<file path="src/rtl/parity_rx_check.sv">
// parity_rx_check: deserialises DATA_W data bits plus a trailing parity bit,
// recomputes parity on the fly and reports the word, a one-cycle valid strobe,
// a held mismatch flag and a saturating count of mismatched frames.
module parity_rx_check #(
    parameter int DATA_W = 16,
    parameter bit ODD    = 1'b0,
    parameter int CNT_W  = 8
) (
    input  logic              clk,
    input  logic              rst_n,
    input  logic              sin_valid,
    input  logic              sin,
    input  logic              abort,
    input  logic              clr_count,
    output logic [DATA_W-1:0] data_out,
    output logic              data_valid,
    output logic              par_err,
    output logic [CNT_W-1:0]  err_count,
    output logic              busy
);

    localparam int BW = (DATA_W > 1) ? $clog2(DATA_W) : 1;

    typedef enum logic [1:0] {
        IDLE,
        DATA,
        PAR
    } state_t;

    state_t            state_reg;
    logic [BW-1:0]     bit_cnt_reg;
    logic [DATA_W-1:0] shift_reg;
    logic              par_acc_reg;

    logic frame_done;
    logic par_bad;

    // A frame completes when the parity bit is accepted; abort wins over it.
    assign frame_done = (state_reg == PAR) && sin_valid && !abort;
    // Mismatch between the received parity bit and the running XOR (inverted for odd sense).
    assign par_bad    = sin ^ par_acc_reg ^ ODD;

    // Receive state machine: collects data bits, checks parity, drives registered outputs.
    always_ff @(posedge clk or negedge rst_n) begin
        if (!rst_n) begin
            state_reg   <= IDLE;
            bit_cnt_reg <= '0;
            shift_reg   <= '0;
            par_acc_reg <= 1'b0;
            data_out    <= '0;
            data_valid  <= 1'b0;
            par_err     <= 1'b0;
            busy        <= 1'b0;
        end else begin
            data_valid <= 1'b0;
            if (abort) begin
                // Drop the partial frame; completed-frame outputs are left untouched.
                state_reg   <= IDLE;
                bit_cnt_reg <= '0;
                par_acc_reg <= 1'b0;
                busy        <= 1'b0;
            end else if (sin_valid) begin
                case (state_reg)
                    IDLE: begin
                        // First data bit also restarts the running XOR.
                        shift_reg[0] <= sin;
                        par_acc_reg  <= sin;
                        bit_cnt_reg  <= BW'(1);
                        state_reg    <= (DATA_W == 1) ? PAR : DATA;
                        busy         <= 1'b1;
                    end
                    DATA: begin
                        shift_reg[bit_cnt_reg] <= sin;
                        par_acc_reg            <= par_acc_reg ^ sin;
                        bit_cnt_reg            <= bit_cnt_reg + BW'(1);
                        if (bit_cnt_reg == BW'(DATA_W - 1)) begin
                            state_reg <= PAR;
                        end
                    end
                    PAR: begin
                        data_out    <= shift_reg;
                        par_err     <= par_bad;
                        data_valid  <= 1'b1;
                        bit_cnt_reg <= '0;
                        state_reg   <= IDLE;
                        busy        <= 1'b0;
                    end
                    default: begin
                        state_reg <= IDLE;
                        busy      <= 1'b0;
                    end
                endcase
            end
        end
    end

    // Saturating mismatch counter; an error landing with clr_count still counts once.
    always_ff @(posedge clk or negedge rst_n) begin
        if (!rst_n) begin
            err_count <= '0;
        end else if (clr_count) begin
            err_count <= (frame_done && par_bad) ? CNT_W'(1) : '0;
        end else if (frame_done && par_bad && (err_count != {CNT_W{1'b1}})) begin
            err_count <= err_count + CNT_W'(1);
        end
    end

endmodule

</file>
<file path="config.mk">
export PLATFORM = sky130hd
export DESIGN_NAME = parity_rx_check
export DESIGN_NICKNAME = d
export VERILOG_FILES = /design/src/rtl/parity_rx_check.sv
export SDC_FILE = /design/constraint.sdc
export NUM_CORES = 1
export LEC_CHECK = 0
export BUFFER_PORTS_ARGS = -buffer_cell sky130_fd_sc_hd__buf_2
export CAP_MARGIN = 20
export CORE_MARGIN = 2
export CORE_UTILIZATION = 45
export CTS_BUF_LIST = sky130_fd_sc_hd__clkbuf_4 sky130_fd_sc_hd__clkbuf_8
export CTS_CLUSTER_DIAMETER = 40
export CTS_CLUSTER_SIZE = 10
export DETAILED_ROUTE_END_ITERATION = 8
export GPL_ROUTABILITY_DRIVEN = 0
export HOLD_SLACK_MARGIN = 0.1
export PLACE_DENSITY_LB_ADDON = 0.25
export SLEW_MARGIN = 20
export SYNTH_ARGS = -nofsm -noshare
export SYNTH_HDL_FRONTEND = slang
export SYNTH_SLANG_ARGS = --single-unit
</file>
<file path="constraint.sdc">
create_clock -name clk -period 3 [get_ports clk]
set_input_delay 0.6 -clock clk [delete_from_list [all_inputs] [get_ports clk]]
set_output_delay 0.6 -clock clk [all_outputs]
set_load 0.01 [all_outputs]
</file>
==> run summary, run 1 <==
total power: 1.424 mW
PortBufs: 32
Syn Nets: 255
status: completed
period utilization: 70.92%
Post-CTS Hold Buffers: 0
vias per cell: 4.991
Ys Warns: 0
vias in the first global route: 1,630
core area: 5075 sq um
DPL Wire Length: 3.030 mm
reg2reg path depth: 7
Hold WC Path Type: input port to asynchronous set/reset pin
DIE AREA: 5809 sq um
Synth Register Bits: 50
RSZ-0062 raised after global routing: false
Yosys cell types: 30
Initial Util: 46.25%
DRT Pass-1 Iters: 4
CP max FO: 19
total grt overflow: 0
global-route wire length before repair: 7.665 mm
width of the die: 76.22 microns
H-tree depth: 2
Rel. slew slack: 47.71%
layout cell share with drive strength beyond 1: 22.59%
post-synthesis sequential area ratio: 53.30%
largest net degree at the start of global routing: 36
Cell Area, Synth: 2347 sq um
sw power: 316.2 uW
Max Root-Sink Buffers: 2
CP startpoint kind: flip-flop
share of the synthesized area in the top cell type: 53.30%
hold slack: 0.1875 ns
post-synth top area cell: dfrtp_1
crit-path max cell delay: 0.50 ns
r2r setup slk: 0.87 ns
initial drt markers: 83
drt wl/cell: 12.59 microns
diode count: 0
I/O pin total: 33
Num Clock Sinks: 50
TNS Setup: 0 ns
clock root buffer master: clkbuf_8
maximum VDD drop: 302.8 uV
pwr dens: 527.1 nW/um^2
P_leak: 1.404 nW
Cell Count, Final, Fillers Out: 340
WP data arrival: 2.36 ns
antenna-violating nets left: 0
setup bufs post-CTS: 0
GRT Util Overall: 16.45%
Max Clock Freq: 0.4700 GHz
cells after synthesis: 240
most frequent cells in the layout: nand2_1 (66), dfrtp_1 (50), buf_2 (32)
post-synthesis average cell area: 9.780 sq um
multi-input logic area: 1015 sq um
Num CTS Buffers: 5
CTS tree: done
Reg clk slew, reported paths: 0.09 ns
DRC Markers: 0
switching portion of total power: 22.21%
post-route cell area: 2701 sq um
max cap viols: 0
# nets final: 284
Crit path required time: 3.23 ns
CP Capture Type: flip-flop
RR Startpoint: state_reg[0]
Worst Skew: 0.006119 ns
Clock power frac: 40.3%
initial antenna violation count: 0
post-route minimum period: 2.128 ns
Area after DPL: 2559 sq um
sequential power share: 50.8%
Setup violations, final: 0
Worst Tran Pin Value: 0.7810 ns
most common cell after layout, fill and taps aside: nand2_1
FF-to-FF End: err_count[5]
placed cell count: 332
Reg area: 1251 sq um
internal power: 1.108 mW
fill count: 483
Die Y-Extent: 76.22 microns
top post-synthesis cells by area: dfrtp_1 (53%), nand2_1 (11%), mux2_2 (7.7%)
final max-slew violation count: 0
most frequent CP cell: inv_1
worst skew pair latency: 0.30 ns
Cell Chain, Critical Path: inv_1 > ha_1 > nand3b_4 > inv_1 > o211ai_1 > or4_1 > a21oi_1
drt total wl: 4.280 mm
Area Growth Syn to Fin: 15.09%
# resized after CTS: 0
vias: 1,697
Hold Vio Cnt, Final: 0
num rows: 26
Comb pwr share: 8.9%
slowest CP cell: or4_1
crit path kind: flip-flop to flip-flop
## synthesized netlist by cell type
library cell  number
a21oi_1            9
and3b_1            1
a2111oi_0          1
nand3b_4           1
nor2_1            20
xor2_2             1
inv_1              8
or4_1              3
buf_1              2
nand2b_1           2
nand3b_1           2
a32oi_1            1
nor2b_1            1
mux2_2            16
buf_2              5
mux2i_1            4
nand4_1            1
clkbuf_1           5
o21ai_0            7
nor3_1             1
or4b_2             1
o211ai_1           2
or3_1              4
nand3_1           12
nand2_1           66
o31ai_1            3
dfrtp_1           50
ha_1               9
nor4b_1            1
nor3b_1            1
## critical path, delay by kind of cell (launching register included)
kind	cells	cell delay (ns)
AOI/OAI and AO/OA	2	0.47
adders and majority gates	1	0.23
buffers and inverters	2	0.22
DFF	1	0.42
and+or+nand+nor	2	0.72
## through the flow
step           utilization [%]  worst slack (ns)
2_1_floorplan                -             1.153
3_3_place_gp             50.42            0.7819
3_5_place_dp             50.42            0.7401
4_1_cts                  53.23            0.8384
5_1_grt                  53.23            0.6291
6_report                 53.23            0.8723
## kinds of logic after synthesis
logic type               count (synthesis)  share of synthesized area, %
multiplexers                            20                         9.382
adder cells (fa/ha/maj)                  9                         4.798
AND/OR/NAND/NOR                        117                         22.60
XOR/XNOR                                 1                        0.6932
buffers and inverters                   20                         3.465
flip-flops                              50                         53.30
AO/OA/AOI/OAI                           23                         5.757
## per-layer routing
layer / GRT usage, % / part of all wire (%)
met1: 24.16 / 52
met3: 3.199 / 3.6
met2: 24.07 / 43
met4: 6.545 / 1.6
met5: 0 / 0
## worst max-delay path by stage
stage,from,slack (ns),to
6_report,state_reg[0],0.87,err_count[5]
5_1_grt,state_reg[0],0.63,err_count[6]
4_1_cts,state_reg[0],0.84,err_count[5]
3_5_place_dp,abort,0.74,err_count[5]
3_3_place_gp,abort,0.78,err_count[5]
2_1_floorplan,abort,1.15,shift_reg[3]
## power groups by stage
stage               combinational (mW)  clock (mW)  sequential (mW)
finish                           0.127       0.574            0.723
global route                     0.146       0.619            0.728
CTS                              0.130       0.587            0.724
detailed placement               0.129           0            0.737
global placement                 0.128           0            0.737
floorplan                       0.0752           0            0.740
## final cells by class
cell class                 instances  share of cell area, %
inverter                           8                  1.112
clock buffer                       6                  3.057
clock inverter                     2                  2.223
timing repair buffer              34                  6.484
sequential                        50                  46.32
tap                               70                  3.242
multi-input combinational        170                  37.56
Note: power is estimated with default switching activity, not from simulation.
==> run 2: changes to the inputs <==
ABC_AREA = 1   (was not set)
clock period = 2.2 ns   (was 3 ns; I/O delays follow)
==> run 2 against run 1 <==
Net effect: first-iteration DRC count stayed put; sequential power up 72%; via count grew 15%; largest cell class unchanged; combinational power rose to 5.5 times the previous value; synthesized area is 6.0% higher; cell count grew 21%; global-route usage is 1.5 points higher; sequential share of layout area is 2.7 points lower; largest power group unchanged.
==> run summary, run 2 <==
status: completed
multiplexer share of the synthesized area: 0%
cells after synthesis: 301
Hold WC Path Type: input port to asynchronous set/reset pin
Synth top cells by count: nand2_1 (89), dfrtp_1 (50), inv_1 (29), o21ai_0 (29), nand3_1 (25)
core area: 5405 sq um
antenna-violating nets left: 0
max cap viols: 0
fin util: 53.10%
Initial Util: 46.02%
H-tree depth: 2
Max Clock Freq: 0.5963 GHz
DRC Markers: 0
global-route wire length before repair: 8.631 mm
CP startpoint kind: flip-flop
crit path buf inv count: 3
# resized after CTS: 0
dominant synthesized flop cell: dfrtp_1
most common cell after layout, fill and taps aside: nand2_1
CTS tree: done
post-synth top area cell: dfrtp_1
Cell Count, Final, Fillers Out: 410
drt total wl: 4.870 mm
clock root buffer master: clkbuf_8
P_leak: 1.492 nW
DRT Pass-1 Iters: 4
Syn Nets: 316
RSZ-0062 raised after global routing: false
CP max FO: 6
total grt overflow: 0
maximum VDD drop: 474.5 uV
Ys Warns: 0
EDFF count, synth: 0
drt wl/cell: 11.88 microns
largest net degree at the start of global routing: 30
diode count: 0
vias: 1,956
post-synthesis sequential area ratio: 50.30%
Yosys cell types: 26
GRT Util Overall: 17.93%
Worst Tran Pin Value: 0.5034 ns
Cell Chain, Critical Path: inv_1 > ha_1 > inv_2 > nor2_4 > nand2_4 > inv_6 > nand2_4 > nor2_2 > nand2_1 > o21ai_0
pwr dens: 938.2 nW/um^2
# nets final: 352
Post-Synth XOR/XNOR Area: 0.7042%
worst skew pair latency: 0.31 ns
final max-slew violation count: 0
Area Growth Syn to Fin: 15.39%
setup bufs post-CTS: 0
Reg clk slew, reported paths: 0.10 ns
share of the synthesized area in the top cell type: 50.30%
Max Root-Sink Buffers: 2
initial drt markers: 83
Setup violations, final: 0
cell family with most CP delay: simple AND/OR/NAND/NOR gates
Crit path required time: 2.43 ns
vias per cell: 4.771
Worst Skew: 0.01204 ns
most frequent cell after synthesis: nand2_1
period utilization: 76.22%
top post-synthesis cells by area: dfrtp_1 (50%), nand2_1 (13%), o21ai_0 (5.8%)
Num Clock Sinks: 50
placed cell count: 402
PortBufs: 32
fill count: 542
Die Y-Extent: 78.35 microns
share of synthesized cell area in full adder, half adder and majority cells: 4.527%
crit-path max cell delay: 0.43 ns
crit path kind: flip-flop to flip-flop
post-route minimum period: 1.677 ns
FFs w/ async S/R, synth: 100.0%
WP data arrival: 1.90 ns
CP Capture Type: flip-flop
most frequent CP cell: nand2_4
width of the die: 78.35 microns
layout cell share with drive strength beyond 1: 20.41%
Hold Vio Cnt, Final: 0
DPL Wire Length: 3.706 mm
Synth Register Bits: 50
post-synthesis average cell area: 8.264 sq um
DIE AREA: 6138 sq um
initial antenna violation count: 0
Cell Area, Synth: 2487 sq um
vias in the first global route: 1,958
Post-CTS Hold Buffers: 0
slowest CP cell: dfrtp_1
num rows: 27
most frequent cells in the layout: nand2_1 (89), dfrtp_1 (50), buf_2 (32)
Num CTS Buffers: 5
post-synthesis compound-gate area fraction: 9.306%
I/O pin total: 33
TNS Setup: 0 ns
Synth Area in Simple Gates: 28.37%
largest family of logic cells by synthesized area: simple AND/OR/NAND/NOR gates
Rel. slew slack: 66.44%
## run 2: cell count changes in the layout (fill, tap and decap cells not counted), sizes merged, moves of 9 or more
cell	delta
nand2	+30
o21ai	+29
nor2	+9
mux2	-16
nand3	+14
inv	+27
## run 2: metal layers
metal / GRT usage, % / wire length (microns)
met1: 22.91 / 2334
met2: 30.00 / 2328
met3: 4.253 / 160
met4: 6.140 / 47
met5: 0 / 0
## run 2: worst paths after layout
kind	cells after the start	startpoint	slack, ns	endpoint
setup / recovery	10	state_reg[1]	0.52	shift_reg[5]
hold / removal	1	rst_n	0.08	data_out[5]
setup reg to reg	10	state_reg[1]	0.52	shift_reg[5]
hold reg to reg	2	shift_reg[3]	0.49	data_out[3]
max in group asynchronous	2	rst_n	1.58	state_reg[1]
min in group clk	3	clr_count	0.38	err_count[0]
## run 2: per-stage QoR
stage	hold slack (ns)	total power, mW	worst slack (ns)	area [sq um]
2_1_floorplan	0.1444	1.685	0.7732	2487
4_1_cts	0.1014	2.729	0.5111	2870
6_report	0.08319	2.693	0.5231	2870
5_1_grt	0.1260	2.884	0.3530	2870
3_3_place_gp	0.4416	1.941	0.6042	2733
3_5_place_dp	0.4400	1.960	0.5257	2733
## run 2: power by group
| group | switching, mW | internal, mW |
|---|---|---|
| clock | 0.305 | 0.455 |
| combinational | 0.424 | 0.270 |
| sequential | 0.126 | 1.11 |
| total | 0.855 | 1.84 |
## run 2: final cells by class
cell class / instances / area [sq um] / area share (%)
multi-input cells: 211 / 1067 / 37.18
well taps: 72 / 90.09 / 3.139
repair buffers: 34 / 187.7 / 6.539
inverters: 35 / 136.4 / 4.752
clock buffers: 5 / 68.82 / 2.398
clock inverters: 3 / 68.82 / 2.398
flip-flops and latches: 50 / 1251 / 43.59
## run 2: kinds of logic after synthesis
| family | Yosys count |
|---|---|
| compound gates | 45 |
| fa+ha+maj | 9 |
| flops | 50 |
| xor+xnor | 2 |
| simple gates | 155 |
| buf+inv | 40 |
==> run 3: changes to the inputs <==
ABC_AREA = 0   (was 1)
clock period = 1.5 ns   (was 2.2 ns; I/O delays follow)
==> run 3 against run 2 <==
Net effect: the run now ends with setup timing left; via count decreased by 2.2%; worst hold slack gained 0.20 ns; combinational power shrank 33%; register-to-register slack worse by 0.75 ns; global-route usage increased by 0.83 points; non-clock buffer count up 47; utilization up 14 points; clock skew decreased by 0.0049 ns; die area is 5.4% lower.
==> run summary, run 3 (synthesis gave the netlist of run 1 again) <==
Die Y-Extent: 76.22 microns
fin util: 66.74%
total grt overflow: 0
crit path kind: flip-flop to flip-flop
hold_sp: clr_count
status: finished, violations left
most frequent cells in the layout: nand2_1 (62), dfrtp_1 (48), buf_4 (37)
max cap viols: 0
largest net degree at the start of global routing: 51
RR Startpoint: state_reg[1]
most common cell after layout, fill and taps aside: nand2_1
clock root buffer master: clkbuf_8
drt wl/cell: 13.55 microns
DPL Wire Length: 3.412 mm
Reg clk slew, reported paths: 0.09 ns
num rows: 26
final max-slew violation count: 0
Worst Tran Pin Value: 0.4219 ns
Area Growth Syn to Fin: 44.30%
Worst Skew: 0.007182 ns
Hold Vio Cnt, Final: 0
total power: 2.673 mW
placed cell count: 370
FF-to-FF End: shift_reg[0]
post-route cell area: 3387 sq um
RSZ-0062 raised after global routing: true
Num Clock Sinks: 50
drt total wl: 5.229 mm
worst skew pair latency: 0.30 ns
Setup violations, final: 28
layout cell share with drive strength beyond 1: 45.89%
# nets final: 331
Rel. slew slack: 71.87%
antenna-violating nets left: 0
r2r setup slk: -0.22 ns
Setup WS post-layout: -0.2224 ns
width of the die: 76.22 microns
hold slack: 0.2790 ns
initial antenna violation count: 0
reg2reg path depth: 6
sequential power share: 54.0%
H-tree depth: 2
Hold Path Cell Cnt: 2
GRT Util Overall: 18.76%
Initial Util: 46.25%
Clock power frac: 28.7%
vias in the first global route: 1,903
internal power: 1.948 mW
Num CTS Buffers: 5
DRC Markers: 0
PortBufs: 32
post-route minimum period: 1.722 ns
I/O pin total: 33
TNS Setup: -4.685 ns
period utilization: 114.8%
DIE AREA: 5809 sq um
diode count: 0
pwr dens: 789.1 nW/um^2
CP startpoint kind: flip-flop
CP max FO: 4
sw power: 724.5 uW
global-route wire length before repair: 8.880 mm
Hold WC Path Type: input port to flip-flop
DRT Pass-1 Iters: 4
P_leak: 1.677 nW
initial drt markers: 92
CP Capture Type: flip-flop
Area after DPL: 2935 sq um
WP data arrival: 1.92 ns
CTS tree: done
vias per cell: 4.956
Max Clock Freq: 0.5806 GHz
switching portion of total power: 27.11%
Crit path required time: 1.69 ns
Max Root-Sink Buffers: 2
Cell Count, Final, Fillers Out: 386
failing checks: setup timing
dpl ws: -0.3993 ns
vias: 1,913
Comb pwr share: 17.4%
maximum VDD drop: 537.9 uV
Hold Path End: err_count[4]
core area: 5075 sq um
==> run 3: critical path, stage by stage (launching register included) <==
cell and delay [ns]:
dfrtp_2 0.44, inv_2 0.07, ha_4 0.17, buf_6 0.11, a2111oi_4 0.37, buf_4 0.17, mux2_4 0.28
==> run 3: power groups by stage <==
stage / Clock (mW) / Sequential [mW] / Combinational (mW)
floorplan: 0 / 1.48 / 0.177
global placement: 0 / 1.46 / 0.365
detailed placement: 0 / 1.47 / 0.371
CTS: 0.800 / 1.44 / 0.427
global route: 0.853 / 1.45 / 0.511
finish: 0.766 / 1.44 / 0.464
==> run 3: worst max-delay path by stage <==
stage | start | depth (start not counted) | slack [ns] | endpoint
4_1_cts | state_reg[0] | 7 | -0.22 | bit_cnt_reg[3]
6_report | state_reg[1] | 6 | -0.22 | shift_reg[0]
3_3_place_gp | bit_cnt_reg[0] | 6 | -0.38 | shift_reg[0]
2_1_floorplan | state_reg[0] | 8 | -0.16 | err_count[2]
3_5_place_dp | bit_cnt_reg[1] | 6 | -0.40 | shift_reg[0]
5_1_grt | state_reg[0] | 8 | -0.28 | err_count[4]
==> run 3: timing repair <==
action	in CTS	in global routing
pin swaps	18	13
endpoints found under the hold margin	50	0
endpoints found under the setup margin	28	31
hold buffers	1	0
gates resized for setup	45	22
buffers inserted	5	6
==> run 3: routing by layer <==
layer	vias to the layer above	global-route usage (%)	part of all wire [%]
li1	952	-	-
met5	-	0	0
met3	4	3.673	3.2
met1	916	25.51	48
met4	0	5.636	0.88
met2	41	30.62	48
==> run 3: cell type report <==
| type | instances | area (sq um) |
|---|---|---|
| Clock inverter | 2 | 15.01 |
| Inverter | 8 | 30.03 |
| Timing Repair Buffer | 81 | 580.6 |
| Sequential cell | 50 | 1254 |
| Fill cell | 409 | 1688 |
| Tap cell | 70 | 87.58 |
| Clock buffer | 5 | 68.82 |
| Multi-Input combinational cell | 170 | 1351 |
